### src/rtl/adder_lane_arbiter.sv
`default_nettype none
// ============================================================================
// Module   : adder_lane_arbiter
// Purpose  : Shares one 32-bit split-capable adder between two requesters.
//            Each requester issues a 32-bit add or a 16-bit add. Two 16-bit
//            adds can be packed into one split issue when their carries
//            allow it. One registered issue stage drives the adder. Each
//            result is captured into a per-requester response register with
//            a valid/ready handshake.
// Ports    : clk, rst_n                 - clock, async active-low reset
//            req_valid/ready[1:0]       - per-requester request handshake
//            req_mode/co_need/ci[1:0]   - 1=32-bit op / carry-out wanted / Ci
//            req_a0,req_b0,req_a1,req_b1 - operands (16-bit ops use [15:0])
//            add_a,add_b,add_ci,add_split - registered adder operands
//            add_s,add_co               - adder sum and high-half carry-out
//            rsp_valid/ready[1:0]       - per-requester response handshake
//            rsp_sum0,rsp_sum1,rsp_co   - captured results
// Revision : 1.0 - initial release
// ============================================================================
module adder_lane_arbiter #(
    parameter int PAIR_EN = 1,
    parameter bit RR_INIT = 1'b0
) (
    input  logic        clk,
    input  logic        rst_n,
    input  logic [1:0]  req_valid,
    output logic [1:0]  req_ready,
    input  logic [1:0]  req_mode,
    input  logic [1:0]  req_co_need,
    input  logic [1:0]  req_ci,
    input  logic [31:0] req_a0,
    input  logic [31:0] req_b0,
    input  logic [31:0] req_a1,
    input  logic [31:0] req_b1,
    output logic [31:0] add_a,
    output logic [31:0] add_b,
    output logic        add_ci,
    output logic        add_split,
    input  logic [31:0] add_s,
    input  logic        add_co,
    output logic [1:0]  rsp_valid,
    input  logic [1:0]  rsp_ready,
    output logic [31:0] rsp_sum0,
    output logic [31:0] rsp_sum1,
    output logic [1:0]  rsp_co
);

    // How each requester extracts its result from the adder output.
    localparam logic [1:0] c_SEL_FULL  = 2'd0; // 32-bit op: whole sum, add_co
    localparam logic [1:0] c_SEL_LO_CO = 2'd1; // single 16-bit: low sum, add_co
    localparam logic [1:0] c_SEL_LO    = 2'd2; // pair, low lane: low sum, co=0
    localparam logic [1:0] c_SEL_HI    = 2'd3; // pair, high lane: high sum, add_co

    logic [31:0] r_iss_a, r_iss_b;
    logic        r_iss_ci, r_iss_split;
    logic [1:0]  r_iss_own;
    logic [1:0]  r_iss_sel0, r_iss_sel1;
    logic        r_rr_ptr;
    logic [1:0]  r_rsp_valid;
    logic [31:0] r_rsp_sum0, r_rsp_sum1;
    logic [1:0]  r_rsp_co;

    logic [31:0] w_iss_a_nxt, w_iss_b_nxt;
    logic        w_iss_ci_nxt, w_iss_split_nxt;
    logic [1:0]  w_iss_sel0_nxt, w_iss_sel1_nxt;
    logic        w_rr_ptr_nxt;
    logic [1:0]  w_rsp_valid_nxt;
    logic [31:0] w_rsp_sum0_nxt, w_rsp_sum1_nxt;
    logic [1:0]  w_rsp_co_nxt;

    logic [1:0]  w_elig, w_grant;
    logic        w_both, w_r0_lo_ok, w_r1_lo_ok, w_pair;
    logic [31:0] w_one_a, w_one_b;
    logic        w_one_ci, w_one_mode;
    logic [32:0] w_res0, w_res1;

    function automatic logic [32:0] f_result(input logic [1:0]  sel,
                                             input logic [31:0] s,
                                             input logic        co);
        logic [32:0] res;
        case (sel)
            c_SEL_FULL:  res = {co, s};
            c_SEL_LO_CO: res = {co, 16'h0000, s[15:0]};
            c_SEL_LO:    res = {1'b0, 16'h0000, s[15:0]};
            default:     res = {co, 16'h0000, s[31:16]};
        endcase
        return res;
    endfunction

    // A requester is busy from accept until its response has been consumed;
    // rsp_valid is the registered value, so a same-cycle handshake frees the
    // slot only on the following cycle.
    always_comb begin
        w_elig     = req_valid & ~r_iss_own & ~r_rsp_valid;
        w_both     = w_elig[0] && w_elig[1];
        // Low lane may not need its carry-out (it is not chained out), and
        // the high lane must have Ci=0 (its carry-in is forced to 0).
        w_r0_lo_ok = !req_co_need[0] && !req_ci[1];
        w_r1_lo_ok = !req_co_need[1] && !req_ci[0];
        w_pair     = (PAIR_EN != 0) && w_both && !req_mode[0] && !req_mode[1]
                     && (w_r0_lo_ok || w_r1_lo_ok);
    end

    always_comb begin
        w_grant      = w_elig;
        w_rr_ptr_nxt = r_rr_ptr;
        if (w_both && !w_pair) begin
            w_grant      = r_rr_ptr ? 2'b10 : 2'b01;
            w_rr_ptr_nxt = ~r_rr_ptr;
        end
    end

    assign req_ready = w_grant;

    // Issue-register next state; an empty issue drives all zeros to the adder.
    always_comb begin
        w_iss_a_nxt     = '0;
        w_iss_b_nxt     = '0;
        w_iss_ci_nxt    = 1'b0;
        w_iss_split_nxt = 1'b0;
        w_iss_sel0_nxt  = c_SEL_FULL;
        w_iss_sel1_nxt  = c_SEL_FULL;
        w_one_a         = w_grant[1] ? req_a1 : req_a0;
        w_one_b         = w_grant[1] ? req_b1 : req_b0;
        w_one_ci        = w_grant[1] ? req_ci[1] : req_ci[0];
        w_one_mode      = w_grant[1] ? req_mode[1] : req_mode[0];
        if (w_pair) begin
            if (w_r0_lo_ok) begin
                w_iss_a_nxt    = {req_a1[15:0], req_a0[15:0]};
                w_iss_b_nxt    = {req_b1[15:0], req_b0[15:0]};
                w_iss_ci_nxt   = req_ci[0];
                w_iss_sel0_nxt = c_SEL_LO;
                w_iss_sel1_nxt = c_SEL_HI;
            end else begin
                w_iss_a_nxt    = {req_a0[15:0], req_a1[15:0]};
                w_iss_b_nxt    = {req_b0[15:0], req_b1[15:0]};
                w_iss_ci_nxt   = req_ci[1];
                w_iss_sel0_nxt = c_SEL_HI;
                w_iss_sel1_nxt = c_SEL_LO;
            end
        end else if (w_grant != 2'b00) begin
            w_iss_split_nxt = 1'b1;
            w_iss_ci_nxt    = w_one_ci;
            if (w_one_mode) begin
                w_iss_a_nxt    = w_one_a;
                w_iss_b_nxt    = w_one_b;
                w_iss_sel0_nxt = c_SEL_FULL;
            end else begin
                // High half FFFF+0 propagates the low-half carry to add_co.
                w_iss_a_nxt    = {16'hFFFF, w_one_a[15:0]};
                w_iss_b_nxt    = {16'h0000, w_one_b[15:0]};
                w_iss_sel0_nxt = c_SEL_LO_CO;
            end
            w_iss_sel1_nxt = w_iss_sel0_nxt;
        end
    end

    always_comb begin
        w_res0          = f_result(r_iss_sel0, add_s, add_co);
        w_res1          = f_result(r_iss_sel1, add_s, add_co);
        w_rsp_valid_nxt = r_rsp_valid & ~rsp_ready;
        w_rsp_sum0_nxt  = r_rsp_sum0;
        w_rsp_sum1_nxt  = r_rsp_sum1;
        w_rsp_co_nxt    = r_rsp_co;
        if (r_iss_own[0]) begin
            w_rsp_valid_nxt[0] = 1'b1;
            w_rsp_sum0_nxt     = w_res0[31:0];
            w_rsp_co_nxt[0]    = w_res0[32];
        end
        if (r_iss_own[1]) begin
            w_rsp_valid_nxt[1] = 1'b1;
            w_rsp_sum1_nxt     = w_res1[31:0];
            w_rsp_co_nxt[1]    = w_res1[32];
        end
    end

    always_ff @(posedge clk or negedge rst_n) begin
        if (!rst_n) begin
            r_iss_a     <= '0;
            r_iss_b     <= '0;
            r_iss_ci    <= 1'b0;
            r_iss_split <= 1'b0;
            r_iss_own   <= 2'b00;
            r_iss_sel0  <= c_SEL_FULL;
            r_iss_sel1  <= c_SEL_FULL;
            r_rr_ptr    <= RR_INIT;
            r_rsp_valid <= 2'b00;
            r_rsp_sum0  <= '0;
            r_rsp_sum1  <= '0;
            r_rsp_co    <= 2'b00;
        end else begin
            r_iss_a     <= w_iss_a_nxt;
            r_iss_b     <= w_iss_b_nxt;
            r_iss_ci    <= w_iss_ci_nxt;
            r_iss_split <= w_iss_split_nxt;
            r_iss_own   <= w_grant;
            r_iss_sel0  <= w_iss_sel0_nxt;
            r_iss_sel1  <= w_iss_sel1_nxt;
            r_rr_ptr    <= w_rr_ptr_nxt;
            r_rsp_valid <= w_rsp_valid_nxt;
            r_rsp_sum0  <= w_rsp_sum0_nxt;
            r_rsp_sum1  <= w_rsp_sum1_nxt;
            r_rsp_co    <= w_rsp_co_nxt;
        end
    end

    assign add_a     = r_iss_a;
    assign add_b     = r_iss_b;
    assign add_ci    = r_iss_ci;
    assign add_split = r_iss_split;
    assign rsp_valid = r_rsp_valid;
    assign rsp_sum0  = r_rsp_sum0;
    assign rsp_sum1  = r_rsp_sum1;
    assign rsp_co    = r_rsp_co;

endmodule
`default_nettype wire

### config.mk
export PLATFORM = sky130hd
export DESIGN_NAME = adder_lane_arbiter
export DESIGN_NICKNAME = d
export VERILOG_FILES = /design/src/rtl/adder_lane_arbiter.sv
export SDC_FILE = /design/constraint.sdc
export NUM_CORES = 1
export LEC_CHECK = 0
export ABC_CLOCK_PERIOD_IN_PS = 5400
export BUFFER_PORTS_ARGS = -buffer_cell sky130_fd_sc_hd__buf_2
export CELL_PAD_IN_SITES_DETAIL_PLACEMENT = 2
export CELL_PAD_IN_SITES_GLOBAL_PLACEMENT = 2
export CORE_MARGIN = 1
export CORE_UTILIZATION = 29
export DETAILED_ROUTE_END_ITERATION = 8
export PLACE_DENSITY = 0.87
export REMOVE_ABC_BUFFERS = 1
export SETUP_SLACK_MARGIN = 0.02
export SYNTH_ARGS = -nofsm -noshare
export SYNTH_HDL_FRONTEND = slang
export SYNTH_SLANG_ARGS = --single-unit
### constraint.sdc
create_clock -name clk -period 5.4 [get_ports clk]
set_input_delay 0.54 -clock clk [delete_from_list [all_inputs] [get_ports clk]]
set_output_delay 0.54 -clock clk [all_outputs]
set_load 0.005 [all_outputs]
==> results of run 1 <==
## Yosys cell counts (all sizes together), types with 2 or more instances
master  number
a22o        47
nand2       41
nand3        4
mux2        16
inv         39
or3b         2
nor3         2
o22ai       17
clkbuf      15
buf         25
nor2        36
dfrtp      140
mux2i       64
a31oi        3
nor3b        4
o211ai       2
o21ai       37
a221o       15
a21o         3
a21oi       41
## logic make-up after synthesis
family | count (synthesis) | share of synthesized area
AO/OA/AOI/OAI | 169 | 0.1896
XOR/XNOR | 1 | 0.001390
buffers and inverters | 79 | 0.05856
flip-flops | 140 | 0.5559
multiplexers | 80 | 0.1302
AND/OR/NAND/NOR | 90 | 0.06432
## cell usage in the layout, fill, tap and decap left out, types with 4 or more instances in the layout
cell       instances
buf_2            307
nor2_1            33
mux2_2            16
inv_1             39
o21ai_0           35
nand2_1           41
clkbuf_16         17
nand3_1            4
dfrtp_1          138
mux2i_1           64
a21oi_1           37
a221o_1           15
a22o_1            47
buf_4              8
o22ai_1           16
## metrics by stage
stage          area [µm²]  setup WS (ns)  cells
2_1_floorplan        6080          1.292    519
3_3_place_gp         8069          2.393   1110
3_5_place_dp         8069          2.305   1110
4_1_cts              8678          1.871   1142
5_1_grt              8683          1.770   1144
6_report             8683          1.907   1144
## flip-flops by register name (all words and copies together) (netlist names), 2 cells and up
name	count
add_a	32
add_b	32
r_iss_own	2
r_iss_sel0	2
rsp_co	2
rsp_sum0	32
rsp_sum1	32
rsp_valid	2
## critical path, stage by stage (launching register included)
cell,delay (ns)
dfrtp_2,0.73
or3b_1,0.75
a21oi_2,0.72
buf_2,0.26
## how the worst min path moves through the flow
stage / start / to / slack (ns) / cells past startpoint
2_1_floorplan: rst_n / add_a[0] / 0.24 / 0
6_report: rst_n / rsp_sum1[10] / 0.16 / 1
4_1_cts: rst_n / rsp_sum1[5] / 0.20 / 1
5_1_grt: rst_n / rsp_sum1[20] / 0.20 / 1
3_3_place_gp: rsp_sum1[8] / rsp_sum1[8] / 0.50 / 2
3_5_place_dp: rsp_sum0[31] / rsp_sum0[31] / 0.51 / 2
## cell type report
cell class / instances / area [µm²]
multi-input cells: 340 / 2465
diodes: 2 / 5.005
fillers: 2295 / 12470
repair buffers: 316 / 1608
clock inverters: 13 / 166.4
clock buffers: 19 / 442.9
inverters: 39 / 146.4
flip-flops and latches: 140 / 3506
well taps: 275 / 344.1
## report_power, final
| group | switching [W] | leakage (nW) | internal [W] |
|---|---|---|---|
| clock network | 0.000487 | 0.290 | 0.000743 |
| logic | 0.000835 | 2.54 | 0.000676 |
| registers | 0.000298 | 1.74 | 0.00147 |
| total | 0.00162 | 4.57 | 0.00288 |
## per-layer routing
layer	vias to the layer above	global-route usage	share of wire	wire length, µm
met2	242	0.4222	0.52	13090
met3	33	0.06646	0.073	1834
li1	2596	-	-	-
met5	-	0	0	0
met1	2961	0.2521	0.39	9708
met4	0	0.08265	0.021	527
==> metrics.txt, run 1 <==
post-CTS sizing 0; Final Core Density 0.4105; crit path DAT ~3.0 ns; Num CTS Buffers 17; clk_lat worst skew 0.42 ns; Via density around 5.1; Cell Area, Synth 0.006302 mm²; WP data required 4.86 ns; Die Y roughly 150 µm; Final ANT Viol Nets 0; die footprint around 0.022 mm²; nets@finish 1027; pwr dens just over 500 mW/mm²; synthesized area per cell about 11 µm²; DP HPWL between 15 and 20 mm; Pleak 4.566 nW; gpl congestion ~0.79; setup bufs post-CTS 0; vias in the first global route 6610; Hold Crit Class in2async; worst-path fanout max 54; CTS Hold Bufs 0; via count 5832; slew margin rel. 0.2361; Worst setup EP type primary output; reg-to-reg critical path endpoint add_b[27]; Die W between 100 and 150 µm; R2R Setup Slk between 2 and 2.5 ns; CTS tree done; Worst Skew between 0.01 and 0.015 ns; worst r2r src r_iss_own[1]; Root Driver clkbuf_16; Initial Utilization 0.2979; status finished clean; Async SR Flop Fraction 1.000; Slew Viols, Final 0; Worst Setup SP r_iss_own[1]; final setup vio count 0; CP endpoint req_ready[1]; Post-Synthesis Cells ~560; Primary FF master, synth dfrtp_1; largest net degree at the start of global routing 79; Slew @ Worst Pin between 1 and 1.5 ns; maxcap violations 0; Post-Route WL 25.16 mm; unique cell type count in the Yosys netlist 38; first-pass GRT wire length around 38 mm; Seq/Total Area, Yosys 0.5559; I/O Buffers around 310; Total Power about 0.0045 W; EDFF count, synth 0; DR iter-0 viols roughly 120; DRC 0; H-tree depth 4; Core Region about 0.021 mm²; peak supply drop 0.2102 mV; Ys Warns 0; top cells by area, synth dfrtp_1 (56%), mux2i_1 (10%), a22o_1 (6.5%); flops & latches, synth between 100 and 150; Ports 309; initial antenna violation count 2; RSZ-0062 raised after global routing false; Total GRT Usage 0.2312; clk sinks 140; Final Hold Vio Count 0; CP Launch Type flop; final hold slack ~0.16 ns; clk slew on worst S/H paths about 0.060 ns; setup TNS 0 ns; post-layout min period ~3.5 ns; Area Growth Syn to Fin 37.78%; wire per inst between 20 and 25 µm; Yosys top cell by area dfrtp_1; post-synth top area share 0.5559; GRT overflow 0; share of layout cells above drive strength 1 0.4394; Pre-antenna DRT Iters 4; Tcrit/Tclk final 0.6468; critical setup path kind reg2out; reg2reg path depth 5; Max Fclk 0.2863 GHz; Std-Cell Rows 53; CTS Buffer Depth 2
No activity file was read; power rests on OpenSTA's default activity.
==> run 2, diff against run 1 <==
--- a/config.mk
+++ b/config.mk
@@ -5,14 +5,14 @@
 export SDC_FILE = /design/constraint.sdc
 export NUM_CORES = 1
 export LEC_CHECK = 0
-export ABC_CLOCK_PERIOD_IN_PS = 5400
+export ABC_CLOCK_PERIOD_IN_PS = 2850
 export BUFFER_PORTS_ARGS = -buffer_cell sky130_fd_sc_hd__buf_2
 export CELL_PAD_IN_SITES_DETAIL_PLACEMENT = 2
 export CELL_PAD_IN_SITES_GLOBAL_PLACEMENT = 2
 export CORE_MARGIN = 1
-export CORE_UTILIZATION = 29
+export CORE_UTILIZATION = 25
 export DETAILED_ROUTE_END_ITERATION = 8
-export PLACE_DENSITY = 0.87
+export PLACE_DENSITY = 0.8
 export REMOVE_ABC_BUFFERS = 1
 export SETUP_SLACK_MARGIN = 0.02
 export SYNTH_ARGS = -nofsm -noshare
==> constraint.sdc (replaced) <==
create_clock -name clk -period 2.85 [get_ports clk]
set_input_delay 0.285 -clock clk [delete_from_list [all_inputs] [get_ports clk]]
set_output_delay 0.285 -clock clk [all_outputs]
set_load 0.005 [all_outputs]
==> metrics.txt, run 2 (synthesis results as in run 1) <==
largest net degree at the start of global routing 62; met2 Track Usage GR 0.3538; Hold EP add_a[5]; post-layout min period around 2.5 ns; CP Launch Type flop; Initial Utilization 0.2569; setup TNS 0 ns; share of layout cells above drive strength 1 0.4460; most common cell after layout, fill and taps aside buf_2; wire per inst just over 20 µm; final setup vio count 0; first-pass GRT wire length approximately 38 mm; critical setup path kind reg2out; Total Power 0.008428 W; grt met3 use 0.06250; Slew @ Worst Pin between 0.8 and 0.9 ns; H-tree depth 4; n_diodes 0; Final ANT Viol Nets 0; RSZ-0062 raised after global routing false; R2R Setup Slk ~0.63 ns; pre-CTS setup slack a little under 0.6 ns; Hold Crit Class in2reg; most frequent cells in the layout buf_2 (307), dfrtp_1 (138), mux2i_1 (64), a22o_1 (47), nand2_1 (41); DRC 0; GRT overflow 0; WP data required 2.57 ns; WHS Path Cells 2; gpl congestion around 0.76; nets@finish 1039; I/O Buffers ~310; pwr dens about 960 mW/mm²; Ports roughly 300; Area Growth Syn to Fin 39.90%; maxcap violations 0; Core Region roughly 0.025 mm²; worst-path fanout max 18; hold_sp req_a0[5]; Via density about 4.8; die footprint 0.02585 mm²; via count approximately 5700; met1 usage 0.2181; Die Y 160.8 µm; final worst slack between 0.3 and 0.4 ns; Std-Cell Rows 57; DR iter-0 viols 230; Pre-antenna DRT Iters 6; Num CTS Buffers 17; Final Core Density 0.3594; clk_lat worst skew 0.42 ns; GR peak layer met2; reg2reg path depth 5; Worst Skew between 0.01 and 0.015 ns; worst r2r src rsp_valid[1]; placed insts approximately 1200; Root Driver clkbuf_16; initial antenna violation count 0; Max Fclk between 0.3 and 0.4 GHz; Final Non-Filler Cells between 1000 and 1500; peak supply drop between 0.2 and 0.3 mV; Tcrit/Tclk final 0.8783; Final Hold Vio Count 0; clk sinks 140; vias in the first global route 6548; Worst setup EP type primary output; slew margin rel. 0.4213; reg-to-reg critical path endpoint add_b[22]; Die W roughly 160 µm; Total GRT Usage 0.1952; CTS Buffer Depth 2; Post-Route WL roughly 25 mm; Pleak roughly 4.6 nW; status finished clean; DP HPWL about 18 mm; post-CTS sizing 0; Slew Viols, Final 0; crit path DAT roughly 2.2 ns; clk slew on worst S/H paths 0.07 ns; CTS tree done
-- run 2: cell count changes in the layout (fill, tap and decap cells not counted), sizes merged --
cell,delta
buf,+11
bufinv,-1
clkinv,-2
clkinvlp,+2
diode,-2
dlygate4sd3,+1
inv,+1
-- run 2: layer usage --
metal,wire length (µm),vias to the layer above
met4,302,0
met1,9650,2888
met3,1776,19
met5,0,-
met2,12890,218
li1,-,2607
-- run 2: final cells by class --
type                    count  area (µm²)
repair buffers            328        1713
multi-input cells         340        2465
fillers                  2769       15720
flip-flops and latches    140        3506
clock buffers              19       442.9
clock inverters            13       138.9
well taps                 324       405.4
inverters                  39       146.4
-- run 2: where the power goes --
| part | switching [W] | total (W) | internal [W] |
|---|---|---|---|
| clock network | 0.000916 | 0.00223 | 0.00132 |
| registers | 0.000387 | 0.00317 | 0.00278 |
| logic | 0.00171 | 0.00303 | 0.00132 |
| total | 0.00302 | 0.00843 | 0.00541 |
-- run 2: how the worst max path moves through the flow --
stage                 startpoint            to  slack, ns  depth (start not counted)
floorplan              req_ci[1]      add_a[0]      -1.00                          4
global placement    r_iss_own[1]     add_b[22]       0.65                          5
detailed placement  r_iss_own[1]     add_b[22]       0.59                          5
CTS                 r_iss_own[1]  req_ready[1]       0.31                          4
global route        r_iss_own[1]  req_ready[1]       0.26                          4
finish              rsp_valid[1]  req_ready[1]       0.35                          4
-- run 2: timing repair --
| action | 4_1_cts | 5_1_grt |
|---|---|---|
| endpoints found under the hold margin | 58 | 0 |
| endpoints found under the setup margin | 0 | 0 |
| hold buffers | 1 | 0 |
| setup buffers | 0 | 0 |
-- run 2: critical path: stages (launching register included) --
cell     delay (ns)
dfrtp_1        0.43
or3b_1         0.60
a21oi_2        0.23
buf_4          0.34
buf_2          0.18
-- run 2: stage by stage --
| stage | hold slack [ns] | instance area [µm²] |
|---|---|---|
| after floorplan | -0.01059 | 6080 |
| after global placement | 0.3103 | 8225 |
| after detailed placement | 0.3191 | 8225 |
| after CTS | 0.07124 | 8817 |
| after global routing | 0.08034 | 8817 |
| final | 0.09423 | 8817 |
